<file path="config.mk">
export PLATFORM = sky130hd
export DESIGN_NAME = div_scheduler
export DESIGN_NICKNAME = d
export VERILOG_FILES = /design/src/rtl/div_scheduler.sv
export SDC_FILE = /design/constraint.sdc
export NUM_CORES = 1
export LEC_CHECK = 0
export CORE_MARGIN = 8
export CORE_UTILIZATION = 34
export CTS_CLUSTER_SIZE = 16
export DETAILED_ROUTE_END_ITERATION = 16
export PLACE_DENSITY_LB_ADDON = 0.05
export SYNTH_ARGS = -nofsm -noshare
export SYNTH_HDL_FRONTEND = slang
export SYNTH_SLANG_ARGS = --single-unit
</file>
<file path="constraint.sdc">
create_clock -name clk -period 1.5 [get_ports clk]
set_clock_uncertainty 0.15 [all_clocks]
set_input_delay 0.225 -clock clk [delete_from_list [all_inputs] [get_ports clk]]
set_output_delay 0.225 -clock clk [all_outputs]
set_load 0.005 [all_outputs]
</file>
<file path="src/rtl/div_scheduler.sv">
// div_scheduler: two-port round-robin front end for one external 8-bit
// restoring divider. Grants a requesting port, latches its operands, runs
// the divider (held in reset except while BUSY), captures the result and
// pulses the granted port's ack for one cycle.
// Optional feature macro: DIV_ZERO_BYPASS_EN -- when defined, a granted
// request with divisor 0 skips the divider and answers next cycle with
// quo=8'hFF, rem=a, err=1. When undefined, err is tied to 0.
module div_scheduler (
    input  logic       clk,
    input  logic       rst_n,
    input  logic       req0,
    input  logic       req1,
    input  logic [7:0] a0,
    input  logic [7:0] b0,
    input  logic [7:0] a1,
    input  logic [7:0] b1,
    output logic       ack0,
    output logic       ack1,
    output logic [7:0] quo,
    output logic [7:0] rem,
    output logic       err,
    output logic       busy,
    output logic [7:0] div_a,
    output logic [7:0] div_b,
    output logic       div_rst,
    input  logic       div_done,
    input  logic [7:0] div_quo,
    input  logic [7:0] div_rem
);

    typedef enum logic [1:0] {
        IDLE  = 2'd0,
        START = 2'd1,
        BUSY  = 2'd2,
        RESP  = 2'd3
    } state_t;

    state_t     state;
    state_t     state_next;
    logic       port;
    logic       last_port;
    logic       grant_valid;
    logic       grant_port;
    logic [7:0] sel_a;
    logic [7:0] sel_b;
    logic       bypass;

    // Arbitration: a lone request wins outright, a tie goes to the port not served last
    always_comb begin
        grant_valid = req0 | req1;
        grant_port  = 1'b0;
        if (req0 && req1) begin
            grant_port = ~last_port;
        end else if (req1) begin
            grant_port = 1'b1;
        end
        sel_a = grant_port ? a1 : a0;
        sel_b = grant_port ? b1 : b0;
    end

`ifdef DIV_ZERO_BYPASS_EN
    assign bypass = grant_valid && (sel_b == 8'd0);

    // Divide-by-zero flag is decided at grant time and held through the response
    always_ff @(posedge clk) begin
        if (!rst_n) begin
            err <= 1'b0;
        end else if (state == IDLE && grant_valid) begin
            err <= (sel_b == 8'd0);
        end
    end
`else
    assign bypass = 1'b0;
    assign err    = 1'b0;
`endif

    // State register
    always_ff @(posedge clk) begin
        if (!rst_n) begin
            state <= IDLE;
        end else begin
            state <= state_next;
        end
    end

    // Next-state logic and state-decoded outputs
    always_comb begin
        state_next = state;
        ack0       = 1'b0;
        ack1       = 1'b0;
        busy       = (state != IDLE);
        div_rst    = (state != BUSY);
        case (state)
            IDLE: begin
                if (grant_valid) begin
                    state_next = bypass ? RESP : START;
                end
            end
            START: begin
                state_next = BUSY;
            end
            BUSY: begin
                if (div_done) begin
                    state_next = RESP;
                end
            end
            RESP: begin
                ack0       = (port == 1'b0);
                ack1       = (port == 1'b1);
                state_next = IDLE;
            end
            default: begin
                state_next = IDLE;
            end
        endcase
    end

    // Datapath: operand latch at grant, result capture and pointer update on entry to RESP
    always_ff @(posedge clk) begin
        if (!rst_n) begin
            port      <= 1'b0;
            last_port <= 1'b1;
            div_a     <= 8'd0;
            div_b     <= 8'd0;
            quo       <= 8'd0;
            rem       <= 8'd0;
        end else begin
            case (state)
                IDLE: begin
                    if (grant_valid) begin
                        port  <= grant_port;
                        div_a <= sel_a;
                        div_b <= sel_b;
                        if (bypass) begin
                            quo       <= 8'hFF;
                            rem       <= sel_a;
                            last_port <= grant_port;
                        end
                    end
                end
                BUSY: begin
                    if (div_done) begin
                        quo       <= div_quo;
                        rem       <= div_rem;
                        last_port <= port;
                    end
                end
                default: begin
                end
            endcase
        end
    end

endmodule

</file>
Word level (Yosys, flattened, before mapping)
Cells that the tools add are included.
{"block": "word_totals", "regBits": 36}
{"block": "classes", "n_eq_ne": 6, "mux": 9, "n_bitwise": 3, "n_reduce_logical": 6}
{"operator": "$mux W8", "n": 2}
{"operator": "$pmux W2 S4", "n": 1}
{"operator": "$ne A2 B2 Y1 const B", "n": 3}
{"operator": "$reduce_and A2 Y1", "n": 3}
{"operator": "$eq A2 B2 Y1 const B", "n": 2}
{"operator": "$mux W1", "n": 4}
{"operator": "$mux W2", "n": 2}
{"operator": "$eq A2 B1 Y1 const B", "n": 1}
{"operator": "$logic_not A2 Y1", "n": 1}
{"operator": "$not A1 Y1", "n": 2}
{"operator": "$reduce_bool A2 Y1", "n": 1}
{"operator": "$logic_and A1 B1 Y1", "n": 1}
{"operator": "$or A1 B1 Y1", "n": 1}

Logic depth before layout (Yosys ltp)
{"block": "depth", "depth_word": 3, "ltp_mapped": 7, "mapped_depth_nobuf": 5}

Worst setup path after synthesis
OpenSTA, ideal clock, no wires.
{"block": "synth_timing", "path_kind": "flip-flop to flip-flop", "startpoint": "register state[0]", "endpoint": "register last_port", "setup_ns": 0.132, "arrival_time_ns": 1.186, "required_ns": 1.218, "path_slack_ns": 0.032, "path_stages_with_launch": 8, "path_buffers": 2, "period_less_slack_ns": 1.468, "path_cell_list": "dfxtp_1 > inv_1 > ha_1 > and2_1 > buf_2 > buf_4 > nand2_1 > nand3_1"}
{"block": "synth_between", "elab_chain_cells": 2}
{"item": "start, declared", "line": "38", "text": "state_t state;"}
{"item": "start signal, assigned", "line": "82", "text": "state <= state_next;"}
{"item": "$eq A2 B2 Y1", "line": "128", "text": "case (state)"}
{"item": "$reduce_and A2 Y1 (no line)"}
{"item": "end signal, assigned", "line": "137", "text": "last_port <= grant_port;"}
{"item": "end signal, assigned", "line": "145", "text": "last_port <= port;"}
{"item": "end, declared", "line": "41", "text": "logic last_port;"}
No other way between the ends.
A chain may end at the register's enable or synchronous reset.

Final worst setup path
{"block": "layout_timing", "startpoint": "register state[0]", "endpoint": "output port ack1"}
{"block": "layout_between", "elab_chain_cells": 2}
{"item": "$eq A2 B2 Y1", "line": "93", "text": "case (state)"}
{"item": "$mux W1", "line": "93"}
{"item": "end, declared", "line": "18", "text": "output logic ack1,"}
No other way between the ends.

==> reports/summary.txt <==
Status: finished with violations
Failing checks: setup timing
Critical path cell sequence: buf_6, ha_4, and2_4, buf_6
H-tree levels: 2
Core area: 0.00435 sq mm
Mapped Avg Cell Area: 8.11 sq um
Largest net degree at the start of global routing: 27
Setup crit end kind: primary output
Die Area: 0.00694 sq mm
Unrepaired setup endpoints after global routing: yes
Cell variety after synth: 23
# diodes: 0
Fmax: 659 MHz
Synth warn: 0
GRT overflow: 0
Worst setup SP type: flop
Power per cell area: 1360 mW/mm^2
Worst path max stage delay: 0.33 ns
Die Width: 83.3 microns
Area grow syn2layout: 88.2%
Yosys reg bits: 36
Rows: 24
I/O Buffers: 88
Req. time, crit path: 1.12 ns
Worst path top cell family by delay: flip-flops
Routed Antenna Nets: 0
Initial Utilization: 0.354
Worst Hold Class: flop to flop
CP dominant cell by count: buf_6
Clk_lat worst skew: 0.29 ns
Vias in the first global route: 1,569
Nets: 349
Post-synthesis sequential area ratio: 0.468
Slowest-stage cell, CP: dfxtp_2
Worst EP arrival: 1.14 ns
Antenna violations before repair: 0
Placer Congestion: 0.700
Max Fanout on Critical Path: 2
Vias: 1,672
VDD IR max: 757 uV
Placed Area: 0.00258 sq mm
Overall Global Routing Usage: 0.134
Final instance area: 0.00290 sq mm
Max Root-Sink Buffers: 2
Initial drt markers: 66
Leak: 1.34 nW
Synth Cell Area: 0.00154 sq mm
Area contributors post-synth: dfxtp_1 (47%), nand2_1 (13%), a21oi_1 (11%)
DP HPWL: 3360 microns
Final Non-Filler Cells: 345
Top-area cell type share of the netlist area: 0.468
Number of max-cap violations: 0
Kind of critical path: flop to primary output
Fin. max-slew vios: 0
Fin worst setup slack: -0.0165 ns
Most frequent cells in the layout: clkdlybuf4s50_1 (52), nand2_1 (51), dfxtp_1 (34)
Layout cell share with drive strength beyond 1: 0.215
Cell taking the most area after synthesis: dfxtp_1
WL final: 5060 microns
Clock transition at path regs: 0.07 ns
CTS tree: built
Final period util: 1.01
Endpoints failing setup: 1
Total power: 3.96 mW
Routed vias/inst: 4.85
Final hold vios: 0
DR WL/cell: 14.7 microns
First-pass GRT wire length: 7780 microns
Cells after synthesis: 190
Period minus WS final: 1.52 ns
Syn_nets: 247
Clk sinks: 36
Num CTS Buffers: 5
R2R Setup Slk: 0.04 ns
Hold buffer count at CTS: 0
DRC violations left: 0
Height of the die: 83.3 microns
IO Count: 90
Number of instances in the placed design: 331
CTS root buf: clkbuf_8
WP buf/inv: 2
DR pass1 iterations: 5
Commonest non-fill, non-tap cell in the layout: clkdlybuf4s50_1
[tightest hold or removal path, cell delays in order (launching register included)]
cell,delay (ns)
dfxtp_1,0.31
nand2_1,0.05
a21boi_1,0.05
[cell usage after synthesis (all sizes together)]
library cell	number
a21bo	1
a21boi	17
a21oi	33
a22oi	1
and2	2
buf	10
clkbuf	2
conb	1
dfxtp	36
ha	4
inv	5
mux2i	1
nand2	53
nand3	1
nor2b	2
nor3b	1
o21a	2
o21ai	17
o31a	1
[flip-flops by register name, summed over array words and instances (netlist names)]
register / cells
div_a: 8
port: 1
last_port: 1
div_b: 8
quo: 8
state: 2
rem: 8
[where the power goes]
| part | internal, mW | leakage, nW | total [mW] | switching, mW |
|---|---|---|---|---|
| combinational | 1.08 | 1.00 | 1.94 | 0.856 |
| clock | 0.374 | 0.0455 | 0.705 | 0.330 |
| sequential | 1.19 | 0.296 | 1.32 | 0.128 |
| total | 2.64 | 1.34 | 3.96 | 1.31 |
[metal layers]
layer	track usage	vias to the layer above	share of wire
li1	-	839	-
met1	0.154	762	0.41
met2	0.199	65	0.46
met3	0.0820	6	0.12
met4	0.0431	0	0.010
met5	0	-	0
[worst paths after layout]
check        startpoint  depth (start not counted)        to
max            state[0]                          4      ack1
min              rem[3]                          2    rem[3]
max reg2reg    state[0]                          8  div_b[3]
min reg2reg      rem[3]                          2    rem[3]
[cells by family after synthesis]
kind of cell | count (synthesis) | synth area share
fa+ha+maj | 4 | 0.0325
mux | 1 | 0.00650
compound gates | 72 | 0.282
simple gates | 59 | 0.154
other cells | 1 | 0.00243
buf+inv | 17 | 0.0552
flops | 36 | 0.468
[timing repair]
action                     in CTS  in global routing
cloned                          0                  2
gates resized for setup        52                 59
pin swaps                       2                  5
setup buffers                   2                  2
setup endpoints to repair      61                 42
[metrics by stage]
step / setup WS, ns / util / TNS, ns / hold slack (ns)
finish: -0.0165 / 0.666 / -0.0165 / 0.297
global route: -0.0568 / 0.666 / -0.377 / 0.318
CTS: -0.0752 / 0.615 / -0.174 / 0.312
detailed placement: -0.272 / 0.593 / -4.91 / 0.305
global placement: -0.235 / 0.593 / -4.14 / 0.300
floorplan: 0.0325 / - / 0 / 0.209
[layout make-up]
class,count,area (sq um)
Multi-Input combinational cell,137,875
Inverter,5,23.8
Fill cell,390,1460
Tap cell,52,65.1
Sequential cell,36,723
Timing Repair Buffer,107,1120
Clock buffer,8,90.1
(Power assumes the default switching activity.)
